===== src/rtl/odve_uart_tx.sv =====
// odve_uart_tx: UART transmitter with a small input FIFO.
//   Frame: start(0), DATA_W data bits LSB first, optional parity, STOP_BITS stop(1).
// Ports:
//   clk, rst_n        clock, synchronous active-low reset
//   in_valid/in_ready word handshake, in_data word to send
//   baud_div          clock cycles per bit (0 behaves as 1), latched per frame
//   tx                registered serial output, idle high
//   busy              frame in progress or words waiting
//   fifo_level        words waiting in the FIFO (not counting the one on the line)
module odve_uart_tx #(
  parameter int DATA_W     = 8,
  parameter int PARITY     = 0,
  parameter int STOP_BITS  = 1,
  parameter int FIFO_DEPTH = 4,
  parameter int DIV_W      = 16
) (
  input  logic                          clk,
  input  logic                          rst_n,
  input  logic                          in_valid,
  output logic                          in_ready,
  input  logic [DATA_W-1:0]             in_data,
  input  logic [DIV_W-1:0]              baud_div,
  output logic                          tx,
  output logic                          busy,
  output logic [$clog2(FIFO_DEPTH):0]   fifo_level
);

  localparam int AW    = $clog2(FIFO_DEPTH);
  localparam int LVL_W = AW + 1;

  typedef enum logic [2:0] {S_IDLE, S_START, S_DATA, S_PAR, S_STOP} state_t;

  state_t            r_state, w_state_nxt;
  logic [DATA_W-1:0] r_mem [FIFO_DEPTH];
  logic [AW:0]       r_wptr, r_rptr;
  logic [DATA_W-1:0] r_shift;
  logic              r_par;
  logic [DIV_W-1:0]  r_div, r_cnt;
  logic [3:0]        r_bitcnt;
  logic              r_tx;

  logic              w_push, w_load, w_fifo_ne, w_bit_done;
  logic              w_last_data, w_last_stop, w_tx_nxt;
  logic [DIV_W-1:0]  w_div_eff;
  logic [DATA_W-1:0] w_head;

  // Pointers carry one extra bit so full and empty are distinguishable.
  assign fifo_level  = r_wptr - r_rptr;
  assign in_ready    = (fifo_level != LVL_W'(FIFO_DEPTH));
  assign w_fifo_ne   = (fifo_level != '0);
  // Reset blocks handshakes even though in_ready reads 1 during reset.
  assign w_push      = in_valid && in_ready && rst_n;
  assign w_head      = r_mem[r_rptr[AW-1:0]];
  assign w_div_eff   = (baud_div == '0) ? DIV_W'(1) : baud_div;
  assign w_bit_done  = (r_cnt == '0);
  assign w_last_data = (r_bitcnt == 4'(DATA_W - 1));
  assign w_last_stop = (r_bitcnt == 4'(STOP_BITS - 1));
  assign tx          = r_tx;
  assign busy        = (r_state != S_IDLE) || w_fifo_ne;

  // Next state, pop strobe and the value tx takes for the next bit period.
  always_comb begin
    w_state_nxt = r_state;
    w_load      = 1'b0;
    w_tx_nxt    = r_tx;
    case (r_state)
      S_IDLE: begin
        w_tx_nxt = 1'b1;
        if (w_fifo_ne) begin
          w_state_nxt = S_START;
          w_load      = 1'b1;
          w_tx_nxt    = 1'b0;
        end
      end
      S_START: if (w_bit_done) begin
        w_state_nxt = S_DATA;
        w_tx_nxt    = r_shift[0];
      end
      S_DATA: if (w_bit_done) begin
        if (w_last_data) begin
          if (PARITY != 0) begin
            w_state_nxt = S_PAR;
            w_tx_nxt    = r_par;
          end else begin
            w_state_nxt = S_STOP;
            w_tx_nxt    = 1'b1;
          end
        end else begin
          // Shift happens on this same edge, so the next bit is at [1].
          w_tx_nxt = r_shift[1];
        end
      end
      S_PAR: if (w_bit_done) begin
        w_state_nxt = S_STOP;
        w_tx_nxt    = 1'b1;
      end
      S_STOP: if (w_bit_done && w_last_stop) begin
        // Back-to-back frames: go straight to the next start bit.
        if (w_fifo_ne) begin
          w_state_nxt = S_START;
          w_load      = 1'b1;
          w_tx_nxt    = 1'b0;
        end else begin
          w_state_nxt = S_IDLE;
          w_tx_nxt    = 1'b1;
        end
      end
      default: begin
        w_state_nxt = S_IDLE;
        w_tx_nxt    = 1'b1;
      end
    endcase
  end

  always_ff @(posedge clk) begin
    if (!rst_n) r_state <= S_IDLE;
    else        r_state <= w_state_nxt;
  end

  // Storage has no reset; pointers alone define the contents.
  always_ff @(posedge clk) begin
    if (w_push) r_mem[r_wptr[AW-1:0]] <= in_data;
  end

  always_ff @(posedge clk) begin
    if (!rst_n) begin
      r_wptr   <= '0;
      r_rptr   <= '0;
      r_shift  <= '0;
      r_par    <= 1'b0;
      r_div    <= DIV_W'(1);
      r_cnt    <= '0;
      r_bitcnt <= '0;
      r_tx     <= 1'b1;
    end else begin
      r_tx <= w_tx_nxt;
      if (w_push) r_wptr <= r_wptr + 1'b1;
      if (w_load) begin
        r_rptr  <= r_rptr + 1'b1;
        r_shift <= w_head;
        r_par   <= (PARITY == 2) ? ~(^w_head) : (^w_head);
        // Divisor is frozen for the whole frame.
        r_div   <= w_div_eff;
        r_cnt   <= w_div_eff - 1'b1;
      end else if (r_state != S_IDLE) begin
        r_cnt <= w_bit_done ? (r_div - 1'b1) : (r_cnt - 1'b1);
        if (r_state == S_DATA && w_bit_done) r_shift <= r_shift >> 1;
      end
      // Bit counter restarts on every state change, counts within DATA/STOP.
      if (w_load || (w_state_nxt != r_state)) r_bitcnt <= '0;
      else if (w_bit_done && (r_state == S_DATA || r_state == S_STOP))
        r_bitcnt <= r_bitcnt + 1'b1;
    end
  end

endmodule


===== config.mk =====
export PLATFORM = sky130hd
export DESIGN_NAME = odve_uart_tx
export DESIGN_NICKNAME = d
export VERILOG_FILES = /design/src/rtl/odve_uart_tx.sv
export SDC_FILE = /design/constraint.sdc
export NUM_CORES = 1
export LEC_CHECK = 0
export CORE_MARGIN = 2
export CORE_UTILIZATION = 50
export DETAILED_ROUTE_END_ITERATION = 10
export GPL_TIMING_DRIVEN = 0
export PLACE_DENSITY = 0.8
export SYNTH_ARGS = -nofsm -noshare
export SYNTH_HDL_FRONTEND = slang
export SYNTH_SLANG_ARGS = --single-unit

===== constraint.sdc =====
create_clock -name clk -period 5.23 [get_ports clk]
set_clock_uncertainty 0.15 [all_clocks]
set_input_delay 1.046 -clock clk [delete_from_list [all_inputs] [get_ports clk]]
set_output_delay 1.046 -clock clk [all_outputs]
set_load 0.05 [all_outputs]

==> results by stage, run 1 <==
Outcome:
- The run finished with clean final reports.

Finish:
- The total inserted antenna cells is 0.
- The signed area change from the synthesized netlist to the final layout is 14.7%.
- The final layout contains 530 nets.
- Of the cells placed in the final design, the portion with a size suffix greater than 1 is 0.123.
- In the layout the commonest cells are sky130_fd_sc_hd__nand2_1 (56), sky130_fd_sc_hd__dfxtp_1 (56), sky130_fd_sc_hd__nor2_1 (35).

Place:
- The global placement routability congestion is 0.987.
- The count of buffers inserted at the top-level ports is 31.
- The placed wire-length estimate after detailed placement is 7870 µm.

Timing:
- Of the available clock period, the critical path in the final layout requires 0.935.
- At the pin with the least slew margin, the transition time is 0.839 ns.
- The final-report hold violation count is 0.
- The number of max-slew violations in the final report came to 0.
- Setup repair after global routing left no endpoint under its margin.
- The remaining max-slew budget at the tightest pin is 0.434.
- Setup total negative slack on the finished layout was measured at 0 ns.
- Static timing analysis puts the maximum clock frequency at 0.205 GHz.
- The final setup violation count is 0.
- The minimum hold slack is 0.317 ns.
- Subtracting the final worst setup slack from the clock period gives 4.89 ns.

Drt:
- The first detailed-routing pass ran for 6 iterations.
- After detailed routing, the number of vias per cell comes to 6.29.
- After detailed routing, the average wire length per cell comes to 18.4 µm.
- The detailed router placed 3808 vias in this run.
- The number of routed nets with antenna violations is 0.
- In the routed design, unresolved DRC markers number 0.
- The detailed router finished its first iteration with 496 violations.
- Wires add up to 11100 µm.

Global route:
- The overflow left after global routing is 0.
- Entering global routing, the biggest net connects 20 pins.
- The initial antenna violation count was 0.
- For this run, the total global-route usage over all layers was measured as 0.238.
- The number of global-route vias before repair came to 3699.
- The global-route wire length before repair is 18300 µm.

Floorplanning:
- The overall die area is 9650 µm².
- Row generation in the floorplan step produced 34 rows.
- The vertical die dimension is 98.2 µm.
- The total area inside the core boundary comes to 8680 µm².
- The count of pins on the block boundary is 33.
- For this configuration, the core starts out at a cell density of 0.511.
- The die is 98.2 µm wide.

Yosys:
- For this run, the number of Yosys warnings is 0.
- After synthesis the cells add up to 4440 µm².
- The proportion of synthesized flip-flops having asynchronous set or reset is 0.
- The post-synthesis sequential element count is 88.
- In the synthesized netlist the dominant register cell turns out to be sky130_fd_sc_hd__dfxtp_1.
- The mean instance size in the synthesized netlist is 9.86 µm².
- The synthesized design contains 32 enable-type register cells.
- The count of distinct cell types in the synthesized netlist is 70.
- The number of instances in the synthesized netlist is 450.
- Counting every net in the synthesized netlist gives 488.
- The part of the Yosys area used for sequential elements is 0.469.

Critical path:
- On the worst path, the slowest cell contributes a delay of 0.71 ns.
- The startpoint class of the critical path is a register.
- The critical path goes through inv_1, ha_1, fa_1, xor3_1, or2_4, nor4_4, inv_1, buf_4, buf_4, clkdlybuf4s50_1.
- The critical path contains buffers and inverters numbering 5 combined.
- At the worst endpoint, the arrival time is 3.69 ns.
- STA puts the critical path data required time at 4.03 ns.
- Among all stages on the critical path, the largest delay is contributed by sky130_fd_sc_hd__clkdlybuf4s50_1.
- Along the worst path, the maximum fanout reaches 10.
- The worst setup path is captured at a primary output.
- The kind of critical path is reg2out.
- The cell class contributing the biggest share of worst-path delay is buffers and inverters.

Clocking:
- The H-tree level count is 3.
- The clock buffer count from CTS is 9.
- The clock latency on the worst-skew pair is 0.36 ns.
- The root buffer cell is sky130_fd_sc_hd__clkbuf_8.
- Buffers inserted to repair hold after CTS numbered 0.
- The CTS clock-pin slew for the worst setup and hold paths is 0.11 ns.
- TritonCTS built the clock tree.
- Once the clock tree was built, the setup fixing pass inserted 0 buffers.
- The clock passes through at most 2 buffers.
- The clock sink total is 88.

Worst hold path:
- The tightest min-delay check is of the reg2reg type.

Flow run:
- Across the run, the number of max-cap violations was 0.
==> timing repair <==
action | in CTS | in global routing
hold endpoints to repair | 0 | 0
endpoints found under the setup margin | 0 | 1
gates resized for setup | 0 | 1
==> registers in the layout (all words and copies together) (netlist names), named ones only <==
register	flops
r_bitcnt	4
r_cnt	16
r_div	16
r_mem	32
r_rptr	3
r_shift	8
r_state	3
r_wptr	3
tx	1
==> metrics by stage <==
stage	area, µm²	cells	setup WS (ns)	utilization
6_report	5090	605	0.341	0.587
4_1_cts	5080	605	0.109	0.586
2_1_floorplan	4440	450	1.10	-
3_5_place_dp	4880	589	0.515	0.563
5_1_grt	5090	605	0.138	0.587
3_3_place_gp	4880	589	0.582	0.563
==> per-layer routing <==
layer | track usage | wire (µm) | vias to the layer above
met5 | 0 | 0 | -
met4 | 0.0854 | 241 | 0
met3 | 0.0523 | 1100 | 25
met2 | 0.383 | 5150 | 216
met1 | 0.320 | 4650 | 1812
li1 | - | - | 1755
==> worst min-delay path: cells and delay by family (launching register included) <==
family	cells	cell delay, ns
compound gates	1	0.05
simple gates	1	0.05
flops	1	0.33
==> final cells by class <==
cell class              instances  area, µm²
fillers                       741       3590
repair buffers                 31        310
plain buffers                  30        161
clock buffers                   9        124
inverters                      11       41.3
multi-input cells             321       2160
clock inverters                 7       76.3
flip-flops and latches         88       2080
well taps                     108        135
==> path summary, 6_finish.rpt <==
check                         start                     end  slack [ns]  cells after the start
min          r_div[13]$_SDFFE_PN0N_  r_div[13]$_SDFFE_PN0N_        0.32                      2
max          r_wptr[0]$_SDFFE_PN0P_                    busy        0.34                     10
min reg2reg  r_div[13]$_SDFFE_PN0N_  r_div[13]$_SDFFE_PN0N_        0.32                      2
max reg2reg  r_wptr[0]$_SDFFE_PN0P_  r_cnt[10]$_SDFFE_PN0P_        0.45                     18
==> cell families (layout without fill, tap and decap cells) <==
group	count (synthesis)	count (layout)	share of synthesized area
flops	88	88	0.469
fa+ha+maj	11	11	0.0327
compound gates	125	125	0.194
mux	11	11	0.0474
simple gates	161	161	0.182
buf+inv	41	88	0.0457
xor+xnor	13	13	0.0290
==> Yosys cell counts (2+ instances only) <==
cell type                   instances  area share
sky130_fd_sc_hd__mux4_2             8       0.041
sky130_fd_sc_hd__ha_1              10       0.028
sky130_fd_sc_hd__o31ai_1            3      0.0051
sky130_fd_sc_hd__a2bb2oi_1          3      0.0059
sky130_fd_sc_hd__a21o_1             3      0.0051
sky130_fd_sc_hd__edfxtp_1          32        0.22
sky130_fd_sc_hd__a22o_1             2      0.0039
sky130_fd_sc_hd__clkbuf_1          11      0.0093
sky130_fd_sc_hd__xnor2_1            7       0.014
sky130_fd_sc_hd__a311oi_1           9       0.018
sky130_fd_sc_hd__nor4_2             4       0.011
sky130_fd_sc_hd__nor4_1             2      0.0028
sky130_fd_sc_hd__a21oi_1           33       0.037
sky130_fd_sc_hd__dfxtp_1           56        0.25
sky130_fd_sc_hd__nand3_1           15       0.017
sky130_fd_sc_hd__buf_4              6       0.010
sky130_fd_sc_hd__or4_1              2      0.0034
sky130_fd_sc_hd__buf_2              9       0.010
sky130_fd_sc_hd__o311ai_0           2      0.0039
sky130_fd_sc_hd__or3_1              4      0.0056
sky130_fd_sc_hd__o31ai_2            2      0.0056
sky130_fd_sc_hd__inv_1             11      0.0093
sky130_fd_sc_hd__a31oi_1           12       0.017
sky130_fd_sc_hd__o211ai_1           2      0.0034
sky130_fd_sc_hd__nand2_1           56       0.047
sky130_fd_sc_hd__nand2b_1           2      0.0028
sky130_fd_sc_hd__nand4_1            5      0.0070
sky130_fd_sc_hd__o21a_1             6       0.010
sky130_fd_sc_hd__nor3_1            11       0.012
sky130_fd_sc_hd__nor2_1            35       0.030
sky130_fd_sc_hd__a211oi_1           4      0.0068
sky130_fd_sc_hd__xor2_1             5      0.0099
sky130_fd_sc_hd__or2_2              2      0.0028
sky130_fd_sc_hd__a22oi_1            2      0.0034
sky130_fd_sc_hd__a211o_1            2      0.0039
sky130_fd_sc_hd__buf_6              2      0.0051
sky130_fd_sc_hd__buf_1              2      0.0017
sky130_fd_sc_hd__mux2i_1            3      0.0068
sky130_fd_sc_hd__and3_1             7      0.0099
sky130_fd_sc_hd__o21ai_0           23       0.026
sky130_fd_sc_hd__and2_1             6      0.0085
Power of run 1 is not shown: default switching activity piles up to over one toggle a cycle in this logic, so the estimate is an artifact.
==> inputs of run 2 (changes only) <==
SKIP_CTS_REPAIR_TIMING = 1   (was unset)
==> results of run 2 <==
Final layout, timing and power as in run 1 (identical DEF).
Power of run 2 is left out for the same reason.
==> inputs of run 3 (changes only) <==
PLACE_DENSITY = 0.7   (was 0.8)
==> run 3 against run 2 <==
Effect of this change: sequential share of layout area increased by 0.10 points; setup slack got worse by 0.21 ns; largest cell class unchanged; highest routed layer unchanged; non-clock buffer count unchanged; core utilization decreased by 0.14 points.
==> results by stage, run 3 (same netlist as run 1, synthesis figures left out) <==
Outcome:
- The run finished with clean final reports.

Critical path:
- The startpoint identified for the worst register-to-register timing path is r_wptr[0]$_SDFFE_PN0P_.
- The depth of the worst register-to-register path is 18 (unchanged).
- The cell with the largest stage delay on the worst path is sky130_fd_sc_hd__clkdlybuf4s50_1.
- The data required time of the worst path is 4.03 ns (about the same).
- The endpoint of the most critical setup path is busy.
- The data arrival time of the critical path was 3.90 ns (+0.21 ns).
- The kind of capture point of the worst setup path is a primary output.
- The register-to-register setup slack is 0.48 ns (+0.03 ns).
- The worst setup path startpoint is r_wptr[0]$_SDFFE_PN0P_.
- The critical path goes through inv_1, ha_1, fa_1, xor3_1, or2_4, nor4_2, inv_1, buf_4, buf_4, clkdlybuf4s50_1.
- The delay of the slowest cell on the worst path came to 0.71 ns (about the same).
- The worst reg2reg path endpoint is r_cnt[14]$_SDFFE_PN0P_.
- The critical path is of the reg2out type.
- The startpoint class of the critical path is a register.
- The maximum net fanout on the critical path is 10 (unchanged).

Global route:
- The global routing usage summed across all routing layers is 0.245 (+0.00643).
- The overflow left after global routing is 0 (unchanged).
- The initial antenna violation count is 0 (unchanged).
- The number of global-route vias before repair is 3616 (-2.2%).
- The pin count of the biggest net entering global routing is 16 (-20%).
- The global-route wire length before repair is 18600 µm (+1.7%).

Drt:
- The wire length after detailed routing was 11400 µm (+2.4%).
- The detailed-route via count is 3736 (-1.9%).
- The number of design rule violations left after detail routing is 0 (unchanged).
- The ratio of routed vias to standard cells came to 6.18 (-1.9%).
- The violation count after the first detailed-route iteration was 369 (-26%).
- The number of routed nets with antenna violations was 0 (unchanged).
- The detailed-routing iteration count for the pre-antenna-repair pass is 5 (-1).
- The average detailed-routed wire length per instance is 18.9 µm (+2.4%).

Flow run:
- The number of max-cap violations is 0 (unchanged).

Timing:
- The final worst-path setup slack came to 0.132 ns (-0.210 ns).
- The final period demand of the worst path is 5.10 ns (+0.210 ns).
- The actual slew at the worst max-slew pin came to 0.828 ns (-0.0104 ns).
- The final setup violation count is 0 (unchanged).
- The final-report hold violation count is 0 (unchanged).
- The achievable clock frequency is 0.196 GHz (-4.1%).
- The sum of negative setup slack is 0 ns (unchanged).
- The number of max-slew violations in the final report was 0 (unchanged).
- The fraction of the cycle the final worst path needs is 0.975 (+0.0401).
- The remaining max-slew budget at the tightest pin is 0.441 (+0.00700).
- Setup repair after global routing left no endpoint under its margin.

Worst hold path:
- The class of the most critical hold timing path is reg2reg.

Floorplanning:
- The vertical die dimension is 98.2 µm (unchanged).
- The die width came to 98.2 µm (unchanged).
- The count of pins on the block boundary is 33 (unchanged).
- The area of the core region is 8680 µm² (unchanged).
- The starting density of the core is 0.511 (unchanged).
- The number of core rows came to 34 (unchanged).
- The overall die area came to 9650 µm² (unchanged).

Clocking:
- TritonCTS built the clock tree.
- The clock latency on the worst-skew pair is 0.36 ns (about the same).
- The CTS clock-pin slew for the worst setup and hold paths is 0.09 ns (-0.02 ns).
- The clock sink total is 88 (unchanged).
- The H-tree level count is 3 (unchanged).
- The clock buffer count from CTS came to 9 (unchanged).
- In this run the clock root is driven by a sky130_fd_sc_hd__clkbuf_8.
- The maximum clock path buffer count was 2 (unchanged).

Finish:
- Compared with the post-synthesis result, the final layout area differs by 14.5%.
- The total inserted antenna cells came to 0 (unchanged).
- The number of filler cells placed in the layout came to 773 (+4.3%).
- The footprint of the flip-flops and latches is 2080 µm² (unchanged).
- The library cells used most frequently in the layout, excluding fill and tap cells, are sky130_fd_sc_hd__nand2_1 (56), sky130_fd_sc_hd__dfxtp_1 (56), sky130_fd_sc_hd__nor2_1 (35).
- The share of layout cells above drive strength 1 was 0.121 (-0.00201).
- The design area came to 5080 µm² (-0.25%).
- The multi-input logic area is 2150 µm² (-0.40%).
- The number of flip-flops under the largest register name is 32 (unchanged).
- The layout net count came to 530 (unchanged).

Place:
- The count of buffers inserted at the top-level ports came to 31 (unchanged).
- The placed wire-length estimate after detailed placement is 8020 µm (+1.9%).
- The cell area after placement came to 4880 µm² (unchanged).
- The global placement routability congestion is 0.932 (-5.6%).
- The worst-case setup slack after placement is 0.567 ns (+0.0519 ns).
[run 3: how the worst min path moves through the flow]
stage / from / end / slack (ns) / cells after the start
after floorplan: r_div[10]$_SDFFE_PN0N_ / r_div[10]$_SDFFE_PN0N_ / 0.29 / 2
after global placement: r_div[10]$_SDFFE_PN0N_ / r_div[10]$_SDFFE_PN0N_ / 0.30 / 2
after detailed placement: r_div[14]$_SDFFE_PN0N_ / r_div[14]$_SDFFE_PN0N_ / 0.31 / 2
after CTS: r_div[14]$_SDFFE_PN0N_ / r_div[14]$_SDFFE_PN0N_ / 0.32 / 2
after global routing: r_div[15]$_SDFFE_PN0N_ / r_div[15]$_SDFFE_PN0N_ / 0.35 / 2
final: r_div[10]$_SDFFE_PN0N_ / r_div[10]$_SDFFE_PN0N_ / 0.32 / 2
[run 3: cell type report]
| type | count | share of cell area |
|---|---|---|
| plain buffers | 30 | 0.0318 |
| clock buffers | 10 | 0.0251 |
| clock inverters | 6 | 0.0135 |
| inverters | 11 | 0.00813 |
| multi-input cells | 321 | 0.424 |
| flip-flops and latches | 88 | 0.410 |
| well taps | 108 | 0.0266 |
| repair buffers | 31 | 0.0611 |
[run 3: metrics by stage]
step,utilization,hold WS [ns],std cells
after floorplan,-,0.286,450
after global placement,0.563,0.296,589
after detailed placement,0.563,0.305,589
after CTS,0.585,0.319,605
after global routing,0.585,0.347,605
final,0.585,0.322,605
[run 3: routing by layer]
layer / share of wire / global-route usage
met3: 0.073 / 0.0344
met2: 0.45 / 0.377
met4: 0.019 / 0.0896
met5: 0 / 0
met1: 0.46 / 0.354
[run 3: critical path, delay by kind of cell (launching register included)]
| kind | cells | cell delay, ns |
|---|---|---|
| adders and majority gates | 2 | 0.61 |
| DFF | 1 | 0.40 |
| buffers and inverters | 5 | 1.44 |
| xor gates and xnor gates | 1 | 0.23 |
| and+or+nand+nor | 2 | 0.86 |
Power of run 3 is left out for the same reason.
